**src/rtl/binary_divider_seq_if.sv**
```systemverilog
// Handshake and operand/result bundle for the sequential divider.
// The master drives requests and operands. The slave (divider) returns status and results.
interface binary_divider_seq_if #(
    parameter int WIDTH = 4
);
    logic             start;
    logic [WIDTH-1:0] dividend;
    logic [WIDTH-1:0] divisor;
    logic             busy;
    logic             done;
    logic [WIDTH-1:0] quotient;
    logic [WIDTH-1:0] remainder;
    logic             div_by_zero;

    modport master (
        output start, dividend, divisor,
        input  busy, done, quotient, remainder, div_by_zero
    );

    modport slave (
        input  start, dividend, divisor,
        output busy, done, quotient, remainder, div_by_zero
    );
endinterface

```
**src/rtl/binary_divider_seq.sv**
```systemverilog
// Restoring shift-subtract unsigned divider that resolves one quotient bit per clock.
// It uses a start/busy/done handshake. A zero divisor short-circuits to a one-cycle completion.
module binary_divider_seq #(
    parameter int WIDTH = 4
) (
    input logic                 clk,
    input logic                 rst,
    binary_divider_seq_if.slave bus
);
    localparam int CW = $clog2(WIDTH + 1);

    typedef enum logic [1:0] {IDLE, RUN, DZ, FIN} state_t;

    state_t           r_state;
    state_t           w_nextState;
    state_t           w_startState;
    logic [WIDTH-1:0] r_dividendSh;
    logic [WIDTH-1:0] r_divisor;
    logic [WIDTH-1:0] r_partRem;
    logic [WIDTH-1:0] r_quoSh;
    logic [CW-1:0]    r_count;
    logic [WIDTH-1:0] r_quotient;
    logic [WIDTH-1:0] r_remainder;
    logic             r_divByZero;

    logic             w_accept;
    logic             w_lastIter;
    logic             w_ge;
    logic [WIDTH:0]   w_shifted;
    logic [WIDTH:0]   w_diff;
    logic [WIDTH-1:0] w_nextRem;
    logic [WIDTH-1:0] w_nextQuo;

    assign w_accept     = bus.start && ((r_state == IDLE) || (r_state == FIN));
    assign w_startState = (bus.divisor == '0) ? DZ : RUN;
    assign w_lastIter   = (r_count == CW'(1));

    // The partial remainder always stays below the divisor.
    // The shifted value is therefore under twice the divisor, and the sign of the WIDTH+1-bit difference is a clean borrow.
    assign w_shifted = {r_partRem, r_dividendSh[WIDTH-1]};
    assign w_diff    = w_shifted - {1'b0, r_divisor};
    assign w_ge      = ~w_diff[WIDTH];
    assign w_nextRem = w_ge ? w_diff[WIDTH-1:0] : w_shifted[WIDTH-1:0];
    assign w_nextQuo = (r_quoSh << 1) | {{(WIDTH-1){1'b0}}, w_ge};

    always_ff @(posedge clk or posedge rst) begin
        if (rst) begin
            r_state <= IDLE;
        end else begin
            r_state <= w_nextState;
        end
    end

    always_comb begin
        w_nextState = r_state;
        case (r_state)
            IDLE:    if (bus.start) w_nextState = w_startState;
            RUN:     if (w_lastIter) w_nextState = FIN;
            DZ:      w_nextState = FIN;
            FIN:     w_nextState = bus.start ? w_startState : IDLE;
            default: w_nextState = IDLE;
        endcase
    end

    // Working registers advance only in RUN. Result registers change only at a completion.
    always_ff @(posedge clk or posedge rst) begin
        if (rst) begin
            r_dividendSh <= '0;
            r_divisor    <= '0;
            r_partRem    <= '0;
            r_quoSh      <= '0;
            r_count      <= '0;
            r_quotient   <= '0;
            r_remainder  <= '0;
            r_divByZero  <= 1'b0;
        end else if (w_accept) begin
            r_dividendSh <= bus.dividend;
            r_divisor    <= bus.divisor;
            r_partRem    <= '0;
            r_quoSh      <= '0;
            r_count      <= CW'(WIDTH);
        end else if (r_state == RUN) begin
            r_dividendSh <= r_dividendSh << 1;
            r_partRem    <= w_nextRem;
            r_quoSh      <= w_nextQuo;
            r_count      <= r_count - 1'b1;
            if (w_lastIter) begin
                r_quotient  <= w_nextQuo;
                r_remainder <= w_nextRem;
                r_divByZero <= 1'b0;
            end
        end else if (r_state == DZ) begin
            r_quotient  <= '1;
            r_remainder <= r_dividendSh;
            r_divByZero <= 1'b1;
        end
    end

    assign bus.busy        = (r_state == RUN) || (r_state == DZ);
    assign bus.done        = (r_state == FIN);
    assign bus.quotient    = r_quotient;
    assign bus.remainder   = r_remainder;
    assign bus.div_by_zero = r_divByZero;
endmodule

```
**src/flat_wrapper.sv**
```systemverilog
// flat-port wrapper written by rule: the top's interface ports become plain ports
module binary_divider_seq_flat 
#(
    parameter int WIDTH = 4
)
  (clk, rst, bus_start, bus_dividend, bus_divisor, bus_busy, bus_done, bus_quotient, bus_remainder, bus_div_by_zero);
  binary_divider_seq_if #(.WIDTH(WIDTH)) bus_i ();
  input logic clk;
  input logic rst;
  input wire logic [$bits(bus_i.start)-1:0] bus_start;
  input wire logic [$bits(bus_i.dividend)-1:0] bus_dividend;
  input wire logic [$bits(bus_i.divisor)-1:0] bus_divisor;
  output wire logic [$bits(bus_i.busy)-1:0] bus_busy;
  output wire logic [$bits(bus_i.done)-1:0] bus_done;
  output wire logic [$bits(bus_i.quotient)-1:0] bus_quotient;
  output wire logic [$bits(bus_i.remainder)-1:0] bus_remainder;
  output wire logic [$bits(bus_i.div_by_zero)-1:0] bus_div_by_zero;
  assign bus_i.start = bus_start;
  assign bus_i.dividend = bus_dividend;
  assign bus_i.divisor = bus_divisor;
  assign bus_busy = bus_i.busy;
  assign bus_done = bus_i.done;
  assign bus_quotient = bus_i.quotient;
  assign bus_remainder = bus_i.remainder;
  assign bus_div_by_zero = bus_i.div_by_zero;
  binary_divider_seq #(.WIDTH(WIDTH)) u_core (.clk(clk), .rst(rst), .bus(bus_i));
endmodule
```
**config.mk**
```make
export PLATFORM = sky130hd
export DESIGN_NAME = binary_divider_seq_flat
export DESIGN_NICKNAME = d
export VERILOG_FILES = /design/src/rtl/binary_divider_seq_if.sv /design/src/rtl/binary_divider_seq.sv /design/src/flat_wrapper.sv
export SDC_FILE = /design/constraint.sdc
export NUM_CORES = 1
export LEC_CHECK = 0
export CAP_MARGIN = 20
export CORE_UTILIZATION = 43
export CTS_BUF_LIST = sky130_fd_sc_hd__clkbuf_4 sky130_fd_sc_hd__clkbuf_8
export DETAILED_ROUTE_END_ITERATION = 16
export DONT_BUFFER_PORTS = 1
export SETUP_SLACK_MARGIN = 0.02
export SYNTH_ARGS = -nofsm -noshare
export SYNTH_HDL_FRONTEND = slang
export SYNTH_SLANG_ARGS = --single-unit
```
**constraint.sdc**
```tcl
create_clock -name clk -period 5.5 [get_ports clk]
set_input_delay 0.275 -clock clk [delete_from_list [all_inputs] [get_ports clk]]
set_output_delay 0.275 -clock clk [all_outputs]
set_load 0.01 [all_outputs]
```
==> summary.md <==
| Metric | Value |
|---|---|
| Die Y | `65.51 um` |
| Initial antenna violation count | `0` |
| Internal | `753.8 uW` |
| Clk slew on worst S/H paths | `60 ps` |
| Yosys top cell area share | `41.85%` |
| Clock latency on the worst-skew pair | `280 ps` |
| Vias in the first global route | `1284` |
| GPL Wtd Cong | `0.7944` |
| WL/cell | `15.57 um` |
| Max IR drop VDD | `0.3222 mV` |
| Synth Warn # | `0` |
| Library cells used by synthesis | `40` |
| Hold depth | `2` |
| Synth Register Bits | `29` |
| Clk network pwr share | `14.0%` |
| Tmin final | `2385 ps` |
| WHS Endpoint | `u_core.r_dividendSh[0]$_DFFE_PP0P_` |
| Top post-synthesis cells by area | `dfrtp_1 (42%), ha_1 (7.2%), mux2i_1 (4.6%)` |
| CP Data Arrival Time | `2520 ps` |
| Final period util | `43.36%` |
| DRC | `0` |
| Setup CP Type | `reg2reg` |
| Hold_ws | `109.6 ps` |
| Syn-to-layout area delta | `10.61%` |
| Post-route ant nets | `0` |
| Setup crit start | `u_core.r_dividendSh[3]$_DFFE_PP0P_` |
| Total number of vias | `1331` |
| Max Clock Freq | `419.4 MHz` |
| Initial Util | `45.99%` |
| All-Layer GR Usage | `18.98%` |
| Pwr/cell area | `718.4 mW/mm^2` |
| Postcts setup bufs | `0` |
| Sink Count | `29` |
| Asr flop ratio synth | `100.0%` |
| Fill count | `340` |
| Slew headroom | `62.44%` |
| Register area share after synthesis | `41.85%` |
| IO Count | `22` |
| Layout cells sized above 1 | `9.524%` |
| Vias/cell | `5.616` |
| Register share of total power | `29.4%` |
| Reg2reg end | `u_core.r_partRem[2]$_DFFE_PP0P_` |
| # H-tree levels | `2` |
| Max Cap Viol | `0` |
| Hold-fix buffer count after cts | `0` |
| Clk root buf | `clkbuf_8` |
| First-pass DRT Iterations | `4` |
| HP Class | `in2reg` |
| Site row count | `22` |
| Synthesized instance count | `185` |
| Logic pwr share | `56.6%` |
| Cell area after synthesis | `0.001734 mm^2` |
| PortBufs | `0` |
| FF-to-FF path depth | `8` |
| Die W | `65.51 um` |
| Nets | `210` |
| Actual slew at the worst max-slew pin | `558.2 ps` |
| Crit. End Element | `flip-flop` |
| Synth area leader | `dfrtp_1` |
| EDFF count, synth | `0` |
| Die area | `0.004291 mm^2` |
| Global-route wire length before repair | `6.072 mm` |
| Fin. Hold Viols | `0` |
| Clk buf depth | `2` |
| Final slew viol count | `0` |
| Switching power | `624.1 uW` |
| Final setup vio count | `0` |
| Fin Setup TNS | `0 ps` |
| Critical Path Fanout Max | `7` |
| Core region area | `0.003771 mm^2` |
| Detailed Route Iter0 Violations | `164` |
| Unrepaired setup endpoints after global routing | `false` |
| Reg-to-reg startpoint | `u_core.r_dividendSh[3]$_DFFE_PP0P_` |
| CTS tree | `done` |
| Sw Share | `45.29%` |
| Main synth FF type | `dfrtp_1` |
| Remaining Overflow, GRT | `0` |
| Syn_area_per_cell | `9.374 um^2` |
| Worst hold start | `bus_dividend[0]` |
| Status | `complete, no violations` |
| Setup crit start kind | `flip-flop` |
| Req. time, crit path | `5640 ps` |
| Post-synth top cells | `dfrtp_1 (29), inv_1 (17), nand2_1 (17), nor2_1 (15), o21ai_0 (13)` |
| Leak Pwr | `0.0008273 uW` |
| HPWL Detailed | `2.622 mm` |
| DRT Wirelength | `3.690 mm` |
| Diode count | `0` |
| Clock Skew | `5.095 ps` |
| Count leader, synth | `dfrtp_1` |
| R2R Setup Slk | `3120 ps` |
| Post-Syn Nets | `207` |
| CTS resizes | `0` |
| Pin count of the biggest net entering global routing | `34` |
| Inserted Clock Buffers | `5` |
[layer usage]
layer	global-route usage, %	vias to the layer above	wire length [um]
met2	30.54	36	1764
met4	8.152	0	48
met1	24.31	640	1658
li1	-	647	-
met5	0	-	0
met3	4.340	8	218
[through the flow]
| stage | utilization, % | instance area (um^2) | worst slack [ps] | cells | power, uW |
|---|---|---|---|---|---|
| global placement | 47.18 | 1779 | 3256 | 227 | 1144 |
| floorplan | - | 1734 | 3357 | 185 | 1022 |
| CTS | 49.87 | 1881 | 3123 | 235 | 1381 |
| global route | 50.86 | 1918 | 2976 | 237 | 1503 |
| detailed placement | 47.18 | 1779 | 3140 | 227 | 1181 |
| finish | 50.86 | 1918 | 3115 | 237 | 1378 |
[registers in the layout, indices dropped and copies added, names as in the netlist]
signal,count
u_core.r_count,3
u_core.bus.div_by_zero,1
u_core.bus.quotient,4
u_core.r_divisor,4
u_core.r_state,2
u_core.r_quoSh,3
u_core.bus.remainder,4
u_core.r_dividendSh,4
u_core.r_partRem,4
[power groups by stage]
stage	Sequential [uW]	Combinational, uW	Clock, uW
floorplan	378	643	0
global placement	404	741	0
detailed placement	409	772	0
CTS	405	776	199
global route	420	878	206
finish	406	780	193
[final cells by class]
| class | instances | area, um^2 | area share (%) |
|---|---|---|---|
| multi-input combinational | 131 | 914.6 | 47.68 |
| tap | 48 | 60.06 | 3.131 |
| inverter | 17 | 63.81 | 3.327 |
| timing repair buffer | 4 | 52.55 | 2.740 |
| clock buffer | 7 | 96.34 | 5.023 |
| sequential | 29 | 725.7 | 37.83 |
| clock inverter | 1 | 5.005 | 0.2609 |
[critical path, cell delays in order (launching register included)]
cell and delay [ps]:
dfrtp_1 420, inv_1 80, ha_1 220, fa_1 430, and2b_1 280, o22ai_4 140
xnor2_4 270, mux2i_1 290, a211oi_1 110
[placed cells by master (no fill, tap or decap), types with 3 or more instances in the layout]
master,n
inv_1,17
nand2b_1,7
a31oi_1,5
nand2_1,17
mux2i_1,8
xnor2_1,3
nand3_1,3
a21oi_1,10
o22ai_1,6
clkbuf_8,7
dfrtp_1,29
nor2_1,15
o21ai_0,13
nor2b_1,5
ha_1,10
[logic make-up after synthesis]
group | Yosys count | share of synthesized area [%]
xor+xnor | 5 | 3.608
simple gates | 55 | 15.51
fa+ha+maj | 11 | 8.369
flops | 29 | 41.85
mux | 11 | 6.782
compound gates | 49 | 18.47
buf+inv | 25 | 5.411
[worst max path at each step]
stage / end / slack, ps / depth (start not counted)
after floorplan: u_core.bus.remainder[1]$_DFFE_PP0P_ / 3360 / 8
after global placement: u_core.bus.remainder[1]$_DFFE_PP0P_ / 3260 / 8
after detailed placement: u_core.r_partRem[2]$_DFFE_PP0P_ / 3140 / 8
after CTS: u_core.r_partRem[2]$_DFFE_PP0P_ / 3120 / 8
after global routing: u_core.r_partRem[2]$_DFFE_PP0P_ / 2980 / 8
final: u_core.r_partRem[2]$_DFFE_PP0P_ / 3120 / 8
(Power assumes the default switching activity.)
